==> config.mk <==
export PLATFORM = sky130hd
export DESIGN_NAME = shift_right_seq
export DESIGN_NICKNAME = d
export VERILOG_FILES = /design/src/rtl/shift_right_seq.sv
export SDC_FILE = /design/constraint.sdc
export NUM_CORES = 1
export LEC_CHECK = 0
export ABC_AREA = 1
export CAP_MARGIN = 40
export CORE_MARGIN = 3
export CORE_UTILIZATION = 48
export CTS_CLUSTER_SIZE = 28
export DETAILED_ROUTE_END_ITERATION = 16
export GPL_TIMING_DRIVEN = 0
export PLACE_DENSITY = 0.8
export SYNTH_ARGS = -nofsm -noshare
export SYNTH_HDL_FRONTEND = slang
export SYNTH_SLANG_ARGS = --single-unit
==> constraint.sdc <==
create_clock -name clk -period 2 [get_ports clk]
set_clock_uncertainty 0.1 [all_clocks]
set_input_delay 0.3 -clock clk [delete_from_list [all_inputs] [get_ports clk]]
set_output_delay 0.3 -clock clk [all_outputs]
set_load 0.02 [all_outputs]
==> src/rtl/shift_right_seq.sv <==
// -----------------------------------------------------------------------------
// shift_right_seq
//
// Sequential 16-bit right shifter. It accepts one operand and a 4-bit shift
// amount. It then applies the 1-, 2-, 4- and 8-bit right-shift stages over four
// clocks, reusing one stage datapath. The result is held until the consumer
// takes it.
//
// Optional feature, selected by the macro SHIFT_RIGHT_ARITH_EN:
//   defined   : arith=1 selects sign fill from the original data[15],
//               and arith=0 selects zero fill.
//   undefined : arith is accepted but ignored, and the fill is always zero.
//
// Ports:
//   clk          in   1   rising-edge clock
//   rst          in   1   asynchronous, active-high reset
//   data         in  16   operand to shift
//   amt          in   4   right-shift amount, 0..15
//   arith        in   1   fill select (1 = sign fill, only with the macro)
//   in_valid     in   1   operand/amount valid
//   in_ready     out  1   block can accept an operand (IDLE)
//   q            out 16   working register / shifted result
//   out_valid    out  1   q holds a finished result (DONE)
//   out_ready    in   1   consumer takes q
//   dbg_state_o  out  2   current FSM state, for observation only
//
// Handshake semantics (both sides):
//   A transfer happens on a rising clk edge where valid and ready are both 1.
//   in_ready and out_valid are decoded only from registered state, so neither
//   depends combinationally on any input. The producer must hold data, amt and
//   arith stable while in_valid is high and in_ready is low. These inputs are
//   sampled only on the accept edge. q and out_valid stay stable until
//   out_ready is seen high at an edge.
// -----------------------------------------------------------------------------
module shift_right_seq (
  input  logic        clk,
  input  logic        rst,
  input  logic [15:0] data,
  input  logic [3:0]  amt,
  input  logic        arith,
  input  logic        in_valid,
  output logic        in_ready,
  output logic [15:0] q,
  output logic        out_valid,
  input  logic        out_ready,
  output logic [1:0]  dbg_state_o
);

  // FSM encoding
  localparam logic [1:0] ST_IDLE  = 2'd0;
  localparam logic [1:0] ST_SHIFT = 2'd1;
  localparam logic [1:0] ST_DONE  = 2'd2;

  logic [1:0]  state_q, state_d;
  logic [1:0]  cnt_q,   cnt_d;
  logic [15:0] work_q,  work_d;
  logic [3:0]  amt_q,   amt_d;
  logic        fill_q,  fill_d;

  logic        accept;
  logic        fill_sel;
  logic [15:0] stage_out;

  // ---------------------------------------------------------------------------
  // Fill-bit selection at the accept edge
  // ---------------------------------------------------------------------------
`ifdef SHIFT_RIGHT_ARITH_EN
  // Sign fill always replicates the operand's original MSB. Every stage uses
  // the latched copy, because the working register's MSB changes as it shifts.
  assign fill_sel = arith & data[15];
`else
  // arith stays on the port for drop-in compatibility but has no effect.
  logic unused_arith;
  assign unused_arith = arith;
  assign fill_sel     = 1'b0;
`endif

  // ---------------------------------------------------------------------------
  // Shared stage datapath: stage cnt shifts right by 2**cnt
  // ---------------------------------------------------------------------------
  always_comb begin
    stage_out = work_q;
    case (cnt_q)
      2'd0:    stage_out = {fill_q,         work_q[15:1]};
      2'd1:    stage_out = {{2{fill_q}},    work_q[15:2]};
      2'd2:    stage_out = {{4{fill_q}},    work_q[15:4]};
      2'd3:    stage_out = {{8{fill_q}},    work_q[15:8]};
      default: stage_out = work_q;
    endcase
  end

  // ---------------------------------------------------------------------------
  // Next-state logic
  // ---------------------------------------------------------------------------
  assign accept = in_valid && (state_q == ST_IDLE);

  always_comb begin
    state_d = state_q;
    cnt_d   = cnt_q;
    work_d  = work_q;
    amt_d   = amt_q;
    fill_d  = fill_q;

    case (state_q)
      ST_IDLE: begin
        if (accept) begin
          work_d  = data;
          amt_d   = amt;
          fill_d  = fill_sel;
          cnt_d   = 2'd0;
          state_d = ST_SHIFT;
        end
      end

      ST_SHIFT: begin
        // Amount bit cnt enables the stage of weight 2**cnt. amt=0 still runs
        // all four cycles, which keeps the latency fixed.
        if (amt_q[cnt_q]) begin
          work_d = stage_out;
        end
        if (cnt_q == 2'd3) begin
          cnt_d   = 2'd0;
          state_d = ST_DONE;
        end else begin
          cnt_d = cnt_q + 2'd1;
        end
      end

      ST_DONE: begin
        // No new accept on the return edge. in_ready rises only after this.
        if (out_ready) begin
          state_d = ST_IDLE;
        end
      end

      default: begin
        state_d = ST_IDLE;
        cnt_d   = 2'd0;
      end
    endcase
  end

  // ---------------------------------------------------------------------------
  // State registers
  // ---------------------------------------------------------------------------
  always_ff @(posedge clk or posedge rst) begin
    if (rst) begin
      state_q <= ST_IDLE;
      cnt_q   <= 2'd0;
      work_q  <= 16'h0000;
      amt_q   <= 4'd0;
      fill_q  <= 1'b0;
    end else begin
      state_q <= state_d;
      cnt_q   <= cnt_d;
      work_q  <= work_d;
      amt_q   <= amt_d;
      fill_q  <= fill_d;
    end
  end

  // ---------------------------------------------------------------------------
  // Outputs: registers, or direct decodes of the registered state
  // ---------------------------------------------------------------------------
  assign in_ready    = (state_q == ST_IDLE);
  assign out_valid   = (state_q == ST_DONE);
  assign q           = work_q;
  assign dbg_state_o = state_q;

endmodule

==> flow_metrics.py, run 1 <==
metrics = {
    "run_status": {
        "outcome": "finished, final reports clean",
    },
    "final_layout": {
        "syn_to_final_growth_pct": 34.50,
        "antenna_cells": 0,
        "drive_gt1_share_pct": 8.754,
        "final_nets": 327,
        "fillers": 295,
        "fin_cells": 341,
    },
    "floorplanning": {
        "placementRows": 20,
        "pin_count": 45,
        "coreArea_mm2": 0.003128,
        "die_h_um": 63.85,
        "start_util_pct": 51.36,
        "die-area_mm2": 0.004077,
        "die_w_um": 63.85,
    },
    "min_path": {
        "hold_path_class": "in2async",
    },
    "clocking": {
        "postCtsHoldBufs": 0,
        "h-tree-depth": 1,
        "clockBufferDepth": 2,
        "cts_tree": "done",
        "cts_root_buf": "clkbuf_4",
        "numCtsBuffers": 3,
        "clock_latency_ns": 0.33,
        "clk_pin_slew_worst_paths_ns": 0.14,
        "cts.sinks": 24,
        "postCtsSetupBuffers": 0,
    },
    "critical_path": {
        "regToRegSetupSlack_ns": 0.19,
        "crit_required_ns": 1.60,
        "worstSetupPathType": "reg2out",
        "path_buf_inv": 1,
        "critPathCaptureType": "output pin",
        "max_stage_delay_ns": 0.65,
        "worst_path_max_delay_cell": "clkdlybuf4s50_1",
        "crit_fanout": 6,
        "r2r_end": "q[7]",
        "endpoint": "q[11]",
        "timing.critical_path.from": "q[11]",
        "crit_family": "buffers and inverters",
        "worstPathCellList": "clkdlybuf4s50_1",
        "crit_path_start_kind": "register",
        "worst_ep_arrival_time_ns": 1.46,
        "crit-reg2reg-launch": "cnt_q[0]",
        "reg2reg_depth": 9,
        "cp.depth": 1,
    },
    "timing": {
        "tightest_slew_ns": 0.4555,
        "period_share_pct": 93.18,
        "slew_headroom_pct": 69.60,
        "fin_crit_ns": 1.864,
        "hold_violations": 0,
        "fmax_mhz": 536.6,
        "rsz0062_at_grt": "no",
        "fin_tns_setup_ns": 0,
        "setup_viol": 0,
        "drv_slew": 0,
    },
    "synthesis": {
        "netlist_area_mm2": 0.001607,
        "syn_avg_cell_area_um2": 6.452,
        "synthCells": 249,
        "synth_top_area_share_pct": 37.38,
        "syn_nets": 278,
        "yosys.cell_types.count": 20,
        "synth_warnings": 0,
        "yosys-top-cells-area": "dfrtp_1 (37%), nand2_1 (31%), nand3_1 (8.1%)",
        "yosysTopAreaCell": "dfrtp_1",
        "seq_area_frac_synth_pct": 37.38,
        "ys_seq_elements": 24,
    },
    "power": {
        "p_leak_uw": 0.001133,
        "power.switching_uw": 1896,
        "share_seq_of_total_power_pct": 26.9,
        "peakVddDrop_v": 0.0009379,
        "p_int_uw": 1815,
        "p_per_area_mw_per_mm2": 1717,
        "power_frac_clock_pct": 7.2,
        "sw_frac_of_total_pct": 51.10,
        "p_comb_share_pct": 65.9,
    },
    "routing": {
        "first_pass_iters": 5,
        "vias_per_cell": 4.968,
        "wire_per_inst_um": 12.43,
        "routed_wl_um": 4237,
        "vias": 1694,
        "ant_nets": 0,
        "drc": 0,
        "first_iter_violations": 104,
    },
    "grt": {
        "grt_pass1_wl_um": 7182,
        "use_met2_pct": 37.29,
        "grt.overflow.total": 0,
        "gr-usage-all-layers_pct": 21.80,
        "antenna_found_initial": 0,
        "grt_busiest_layer": "met2",
        "grt_use_met1_pct": 28.52,
        "met3_usage_pct": 4.394,
        "grt_pass1_vias": 1555,
        "grt_max_degree": 17,
    },
    "flow_run": {
        "cap_violations": 0,
    },
    "placement": {
        "portBuffers": 43,
        "dp_cells": 337,
        "place.gp.congestion": 0.8357,
        "place_hpwl_um": 3158,
    },
}
[layout by cell type (no fill, tap or decap)]
cell type        synthesis  layout
inv_2                    2       2
o31ai_1                  1       1
nand3_1                 26      26
clkbuf_4                 0       4
buf_16                   0       1
ha_1                     4       4
o21ai_0                 12      12
buf_2                    7       6
buf_4                    1       1
clkinv_4                 1       1
nand3_4                  1       1
nand2_4                  2       2
a21oi_1                  1       1
buf_6                    1       1
or2_2                    4       4
clkbuf_1                 2       2
dfrtp_2                  0       1
inv_1                    5       5
nor2_1                  19      19
dfrtp_1                 24      23
o211ai_1                 2       2
clkdlybuf4s50_1          0      41
clkbuf_8                 0       1
nand2_1                133     133
dlygate4sd2_1            0       1
dlymetal6s2s_1           0       1
nand2_2                  1       1
[sequential cells by signal (all words and copies together), names as in the netlist]
| name | flops |
|---|---|
| amt_q | 4 |
| dbg_state_o | 2 |
| q | 16 |
| cnt_q | 2 |
[what timing repair did]
| action | 4_1_cts | 5_1_grt |
|---|---|---|
| setup endpoints to repair | 1 | 5 |
| gates resized for setup | 1 | 3 |
| hold endpoints to repair | 0 | 0 |
[Yosys cell counts]
master / n
o21ai_0: 12
clkinv_4: 1
o31ai_1: 1
ha_1: 4
nor2_1: 19
clkbuf_1: 2
nand2_4: 2
inv_1: 5
nand3_4: 1
nand3_1: 26
a21oi_1: 1
or2_2: 4
nand2_2: 1
o211ai_1: 2
buf_2: 7
buf_4: 1
inv_2: 2
nand2_1: 133
dfrtp_1: 24
buf_6: 1
[logic make-up after synthesis]
logic type	Yosys count	synth area share [%]
compound gates	16	5.451
simple gates	186	48.05
buf+inv	19	5.997
flops	24	37.38
fa+ha+maj	4	3.115
[how the worst min path moves through the flow]
stage | from | endpoint | slack [ns] | cells past startpoint
2_1_floorplan | rst | amt_q[0] | 0.21 | 1
3_3_place_gp | amt_q[0] | amt_q[0] | 0.36 | 2
3_5_place_dp | amt_q[3] | amt_q[3] | 0.37 | 2
4_1_cts | rst | q[0] | 0.17 | 2
5_1_grt | rst | q[3] | 0.19 | 2
6_report | rst | q[3] | 0.16 | 2
[metrics by stage]
stage	utilization (%)	worst slack, ns	power, µW	hold slack [ns]	cell area [µm²]
3_3_place_gp	66.88	0.1536	3393	0.3632	2092
2_1_floorplan	-	0.3855	2619	0.2146	1607
3_5_place_dp	67.76	0.1250	3451	0.3747	2120
4_1_cts	68.88	0.01287	3713	0.1730	2155
6_report	69.08	0.1364	3711	0.1558	2161
5_1_grt	69.08	0.02164	4067	0.1874	2161
[per-layer routing]
layer | vias up | part of all wire, %
met1 | 755 | 44
li1 | 874 | -
met3 | 4 | 6.7
met2 | 61 | 48
met5 | - | 0
met4 | 0 | 0.68
[power groups by stage]
stage	clock network, µW	registers, µW	logic, µW
CTS	272	994	2450
global placement	0	1000	2390
floorplan	0	1130	1490
global route	289	1040	2740
finish	267	997	2450
detailed placement	0	1000	2450
[layout make-up]
cell class / instances / area (µm²) / share of cell area [%]
Multi-Input combinational cell: 206 / 909.6 / 42.10
Sequential cell: 24 / 601.8 / 27.85
Timing Repair Buffer: 44 / 459.2 / 21.25
Buffer: 11 / 63.81 / 2.953
Tap cell: 44 / 55.05 / 2.548
Clock buffer: 4 / 36.28 / 1.679
Inverter: 8 / 35.03 / 1.621
(Power assumes the default switching activity.)
==> inputs of run 2 (changes only) <==
CAP_MARGIN = not set   (was 40)
==> run 2 against run 1 <==
  * Worst setup slack worse by 0.018 ns
  * Die area unchanged
  * Core utilization down 0.96 points
  * Final area down 1.4%
  * Cell count down 0.29%
  * Critical path type unchanged
==> flow_metrics.py, run 2 (same netlist as run 1, synthesis figures left out) <==
metrics = {
    "grt": {
        "gr-usage-all-layers_pct": 21.97,
        "grt_pass1_vias": 1569,
        "antenna_found_initial": 0,
        "grt_pass1_wl_um": 7196,
        "grt.overflow.total": 0,
        "grt_max_degree": 25,
    },
    "final_layout": {
        "drive_gt1_share_pct": 8.446,
        "largest_register_ffs": 16,
        "final_common_cell": "nand2_1",
        "final_nets": 326,
        "final_util_pct": 68.12,
        "antenna_cells": 0,
        "syn_to_final_growth_pct": 32.63,
        "fin_cells": 340,
        "fillers": 295,
        "layout_common_cells": "nand2_1 (133), clkdlybuf4s50_1 (41), nand3_1 (26)",
    },
    "clocking": {
        "h-tree-depth": 1,
        "clock_latency_ns": 0.33,
        "clockBufferDepth": 2,
        "cts_root_buf": "clkbuf_4",
        "clk_pin_slew_worst_paths_ns": 0.15,
        "cts_tree": "done",
        "cts.sinks": 24,
        "postCtsHoldBufs": 0,
        "numCtsBuffers": 3,
        "postCtsSetupBuffers": 0,
    },
    "timing": {
        "drv_slew": 0,
        "setup_ws_ns": 0.1188,
        "hold_violations": 0,
        "rsz0062_at_grt": "no",
        "slew_headroom_pct": 37.93,
        "setup_viol": 0,
        "fin_tns_setup_ns": 0,
        "period_share_pct": 94.06,
        "fmax_mhz": 531.6,
        "fin_crit_ns": 1.881,
        "tightest_slew_ns": 0.9301,
    },
    "routing": {
        "first_iter_violations": 82,
        "wire_per_inst_um": 12.40,
        "ant_nets": 0,
        "first_pass_iters": 4,
        "drc": 0,
        "vias_per_cell": 5.053,
        "routed_wl_um": 4216,
        "vias": 1718,
    },
    "power": {
        "power_frac_clock_pct": 7.2,
        "p_int_uw": 1804,
        "p_comb_share_pct": 65.8,
        "power.switching_uw": 1902,
        "sw_frac_of_total_pct": 51.33,
        "share_seq_of_total_power_pct": 27.0,
        "p_total_uw": 3705,
        "p_per_area_mw_per_mm2": 1739,
        "p_leak_uw": 0.001119,
        "peakVddDrop_v": 0.0008883,
    },
    "min_path": {
        "hold_path_class": "in2async",
    },
    "critical_path": {
        "crit_required_ns": 1.60,
        "max_stage_delay_ns": 0.66,
        "crit_family": "buffers and inverters",
        "path_buf_inv": 1,
        "worstSetupPathType": "reg2out",
        "worstPathCellList": "clkdlybuf4s50_1",
        "critPathCaptureType": "output pin",
        "worst_ep_arrival_time_ns": 1.48,
        "crit_path_start_kind": "register",
        "crit_fanout": 6,
        "worst_path_max_delay_cell": "clkdlybuf4s50_1",
    },
    "flow_run": {
        "cap_violations": 0,
    },
    "floorplanning": {
        "start_util_pct": 51.36,
        "placementRows": 20,
        "die_h_um": 63.85,
        "die-area_mm2": 0.004077,
        "coreArea_mm2": 0.003128,
        "pin_count": 45,
        "die_w_um": 63.85,
    },
    "placement": {
        "place.gp.congestion": 0.8357,
        "dp_cells": 336,
        "dp_slack_ns": 0.1467,
        "portBuffers": 43,
        "place_hpwl_um": 3084,
    },
    "run_status": {
        "outcome": "finished, final reports clean",
    },
}
run 2: cell count changes in the layout (fill, tap and decap cells not counted):
cell / delta
buf_2: +1
buf_16: -1
clkbuf_4: -1
run 2: area by class of cell:
class                   count  area (µm²)  area share (%)
multi-input cells         206       909.6           42.69
inverters                   8       35.03           1.644
plain buffers              11       61.31           2.877
repair buffers             43       431.7           20.26
flip-flops and latches     24       601.8           28.24
clock buffers               4       36.28           1.703
well taps                  44       55.05           2.584
run 2: power groups by stage:
stage               Sequential, µW  Clock [µW]  Combinational [µW]
floorplan                     1130           0                1490
global placement              1000           0                2390
detailed placement            1010           0                2440
CTS                            995         272                2440
global route                  1040         293                2720
finish                        1000         268                2440
run 2: worst paths after layout:
path / from / to / slack (ns) / depth (start not counted)
worst max-delay path: q[11] / q[11] / 0.12 / 1
worst min-delay path: rst / q[14] / 0.35 / 2
worst max register to register: cnt_q[0] / q[7] / 0.18 / 9
worst min register to register: amt_q[2] / amt_q[2] / 0.40 / 2
max in group asynchronous: rst / cnt_q[0] / 0.80 / 2
min in group clk: amt_q[2] / amt_q[2] / 0.40 / 2
run 2: repair_timing:
| item | 4_1_cts | 5_1_grt |
|---|---|---|
| gates cloned | 0 | 0 |
| endpoints found under the setup margin | 1 | 5 |
| gates resized for setup | 1 | 2 |
| pin swaps | 0 | 0 |
run 2: layer usage:
| layer | track usage, % | vias to the layer above | part of all wire, % |
|---|---|---|---|
| met5 | 0 | - | 0 |
| met4 | 5.391 | 0 | 0.71 |
| met3 | 4.394 | 4 | 6.9 |
| met2 | 37.29 | 61 | 50 |
| met1 | 28.48 | 777 | 43 |
| li1 | - | 876 | - |
run 2: per-stage QoR:
stage / hold WS (ns) / cell area, µm²
detailed placement: 0.3733 / 2092
global route: 0.4015 / 2131
CTS: 0.3890 / 2127
global placement: 0.3632 / 2092
floorplan: 0.2146 / 1607
finish: 0.3549 / 2131
==> inputs of run 3 (changes only) <==
MAX_ROUTING_LAYER = met4   (was not set)
==> run 3 against run 2 <==
  * Global-route usage increased by 0.61 points
  * Non-clock buffer count unchanged
  * Total power about the same
  * Worst setup slack got worse by 0.0069 ns
  * Register-to-register slack about the same
  * Via count increased by 0.29%
  * Sequential power about the same
  * Die area unchanged
  * Core utilization unchanged
  * Final area unchanged
  * Sequential cell count unchanged
  * Worst hold slack got worse by 0.0061 ns
==> flow_metrics.py, run 3 (same netlist as run 1, synthesis figures left out) <==
metrics = {
    "run_status": {
        "outcome": "finished, final reports clean",
    },
    "critical_path": {
        "critPathCaptureType": "output pin",
        "crit_required_ns": 1.60,
        "worstPathCellList": "clkdlybuf4s50_1",
        "worst_ep_arrival_time_ns": 1.49,
        "worst_path_max_delay_cell": "clkdlybuf4s50_1",
        "max_stage_delay_ns": 0.66,
        "crit_path_start_kind": "register",
        "crit_fanout": 6,
        "crit_family": "buffers and inverters",
        "worstSetupPathType": "reg2out",
        "path_buf_inv": 1,
    },
    "timing": {
        "hold_violations": 0,
        "drv_slew": 0,
        "hold_slack_ns": 0.3488,
        "tightest_slew_ns": 0.9224,
        "setup_viol": 0,
        "setup_ws_ns": 0.1120,
        "fmax_mhz": 529.7,
        "rsz0062_at_grt": "no",
        "fin_tns_setup_ns": 0,
        "slew_headroom_pct": 38.44,
        "period_share_pct": 94.40,
        "fin_crit_ns": 1.888,
    },
    "routing": {
        "vias_per_cell": 5.068,
        "first_pass_iters": 4,
        "first_iter_violations": 82,
        "wire_per_inst_um": 12.41,
        "routed_wl_um": 4221,
        "vias": 1723,
        "ant_nets": 0,
        "drc": 0,
    },
    "final_layout": {
        "largest_register_ffs": 16,
        "final_nets": 326,
        "antenna_cells": 0,
        "layout_common_cells": "nand2_1 (133), clkdlybuf4s50_1 (41), nand3_1 (26)",
        "syn_to_final_growth_pct": 32.63,
        "final_common_cell": "nand2_1",
        "drive_gt1_share_pct": 8.446,
    },
    "clocking": {
        "clk_pin_slew_worst_paths_ns": 0.15,
        "clockBufferDepth": 2,
        "h-tree-depth": 1,
        "cts.sinks": 24,
        "clock_latency_ns": 0.33,
        "cts_tree": "done",
        "cts_root_buf": "clkbuf_4",
        "numCtsBuffers": 3,
    },
    "power": {
        "p_leak_uw": 0.001119,
        "p_per_area_mw_per_mm2": 1739,
        "p_total_uw": 3705,
        "peakVddDrop_v": 0.0008890,
    },
    "floorplanning": {
        "die_w_um": 63.85,
        "start_util_pct": 51.36,
        "die_h_um": 63.85,
        "die-area_mm2": 0.004077,
        "placementRows": 20,
        "coreArea_mm2": 0.003128,
        "pin_count": 45,
    },
    "grt": {
        "grt_max_degree": 25,
        "grt_pass1_vias": 1566,
        "antenna_found_initial": 0,
        "grt.overflow.total": 0,
        "grt_pass1_wl_um": 7196,
        "gr-usage-all-layers_pct": 22.57,
    },
    "placement": {
        "place_hpwl_um": 3084,
        "place.gp.congestion": 0.8486,
        "dp_slack_ns": 0.1467,
        "portBuffers": 43,
    },
    "flow_run": {
        "cap_violations": 0,
    },
    "min_path": {
        "hold_path_class": "in2async",
    },
}
==> run 3: cell counts in the layout (fill, tap and decap cells not counted) <==
Identical to the previous run, type by type.
==> run 3: worst paths after layout <==
kind	cells past startpoint	slack, ns	start	to
worst max-delay path	1	0.11	q[11]	q[11]
max in group asynchronous	2	0.81	rst	cnt_q[0]
worst min-delay path	2	0.35	rst	q[14]
worst max register to register	9	0.17	cnt_q[0]	q[7]
min in group clk	3	0.40	amt[3]	amt_q[3]
worst min register to register	2	0.40	amt_q[2]	amt_q[2]
==> run 3: cell type report <==
cell class	count	area (µm²)
Fill cell	295	997.2
Multi-Input combinational cell	206	909.6
Sequential cell	24	601.8
Timing Repair Buffer	43	431.7
Buffer	11	61.31
Tap cell	44	55.05
Clock buffer	4	36.28
Inverter	8	35.03
==> run 3: routing by layer <==
metal  track usage, %  wire, µm  vias to the layer above
met2            37.29      2067                       63
met5                -         0                        -
met1            28.48      1819                      780
li1                 -         -                      876
met4            5.391        31                        0
met3            4.394       302                        4
==> run 3: metrics by stage <==
step                area (µm²)  instances  util, %
floorplan                 1607        249        -
global placement          2092        336    66.88
detailed placement        2092        336    66.88
CTS                       2127        340    68.00
global route              2131        340    68.12
finish                    2131        340    68.12
==> run 3: report_power, final <==
group | leakage (µW) | internal (µW) | switching (µW) | total, µW
sequential | 0.000301 | 720 | 281 | 1000
clock | 0.0000210 | 111 | 158 | 269
combinational | 0.000797 | 973 | 1460 | 2440
total | 0.00112 | 1800 | 1900 | 3700
==> run 3: what timing repair did <==
item | 4_1_cts | 5_1_grt
buffers inserted | 0 | 0
endpoints found under the setup margin | 1 | 5
gates resized for setup | 1 | 2
hold buffers | 0 | 0
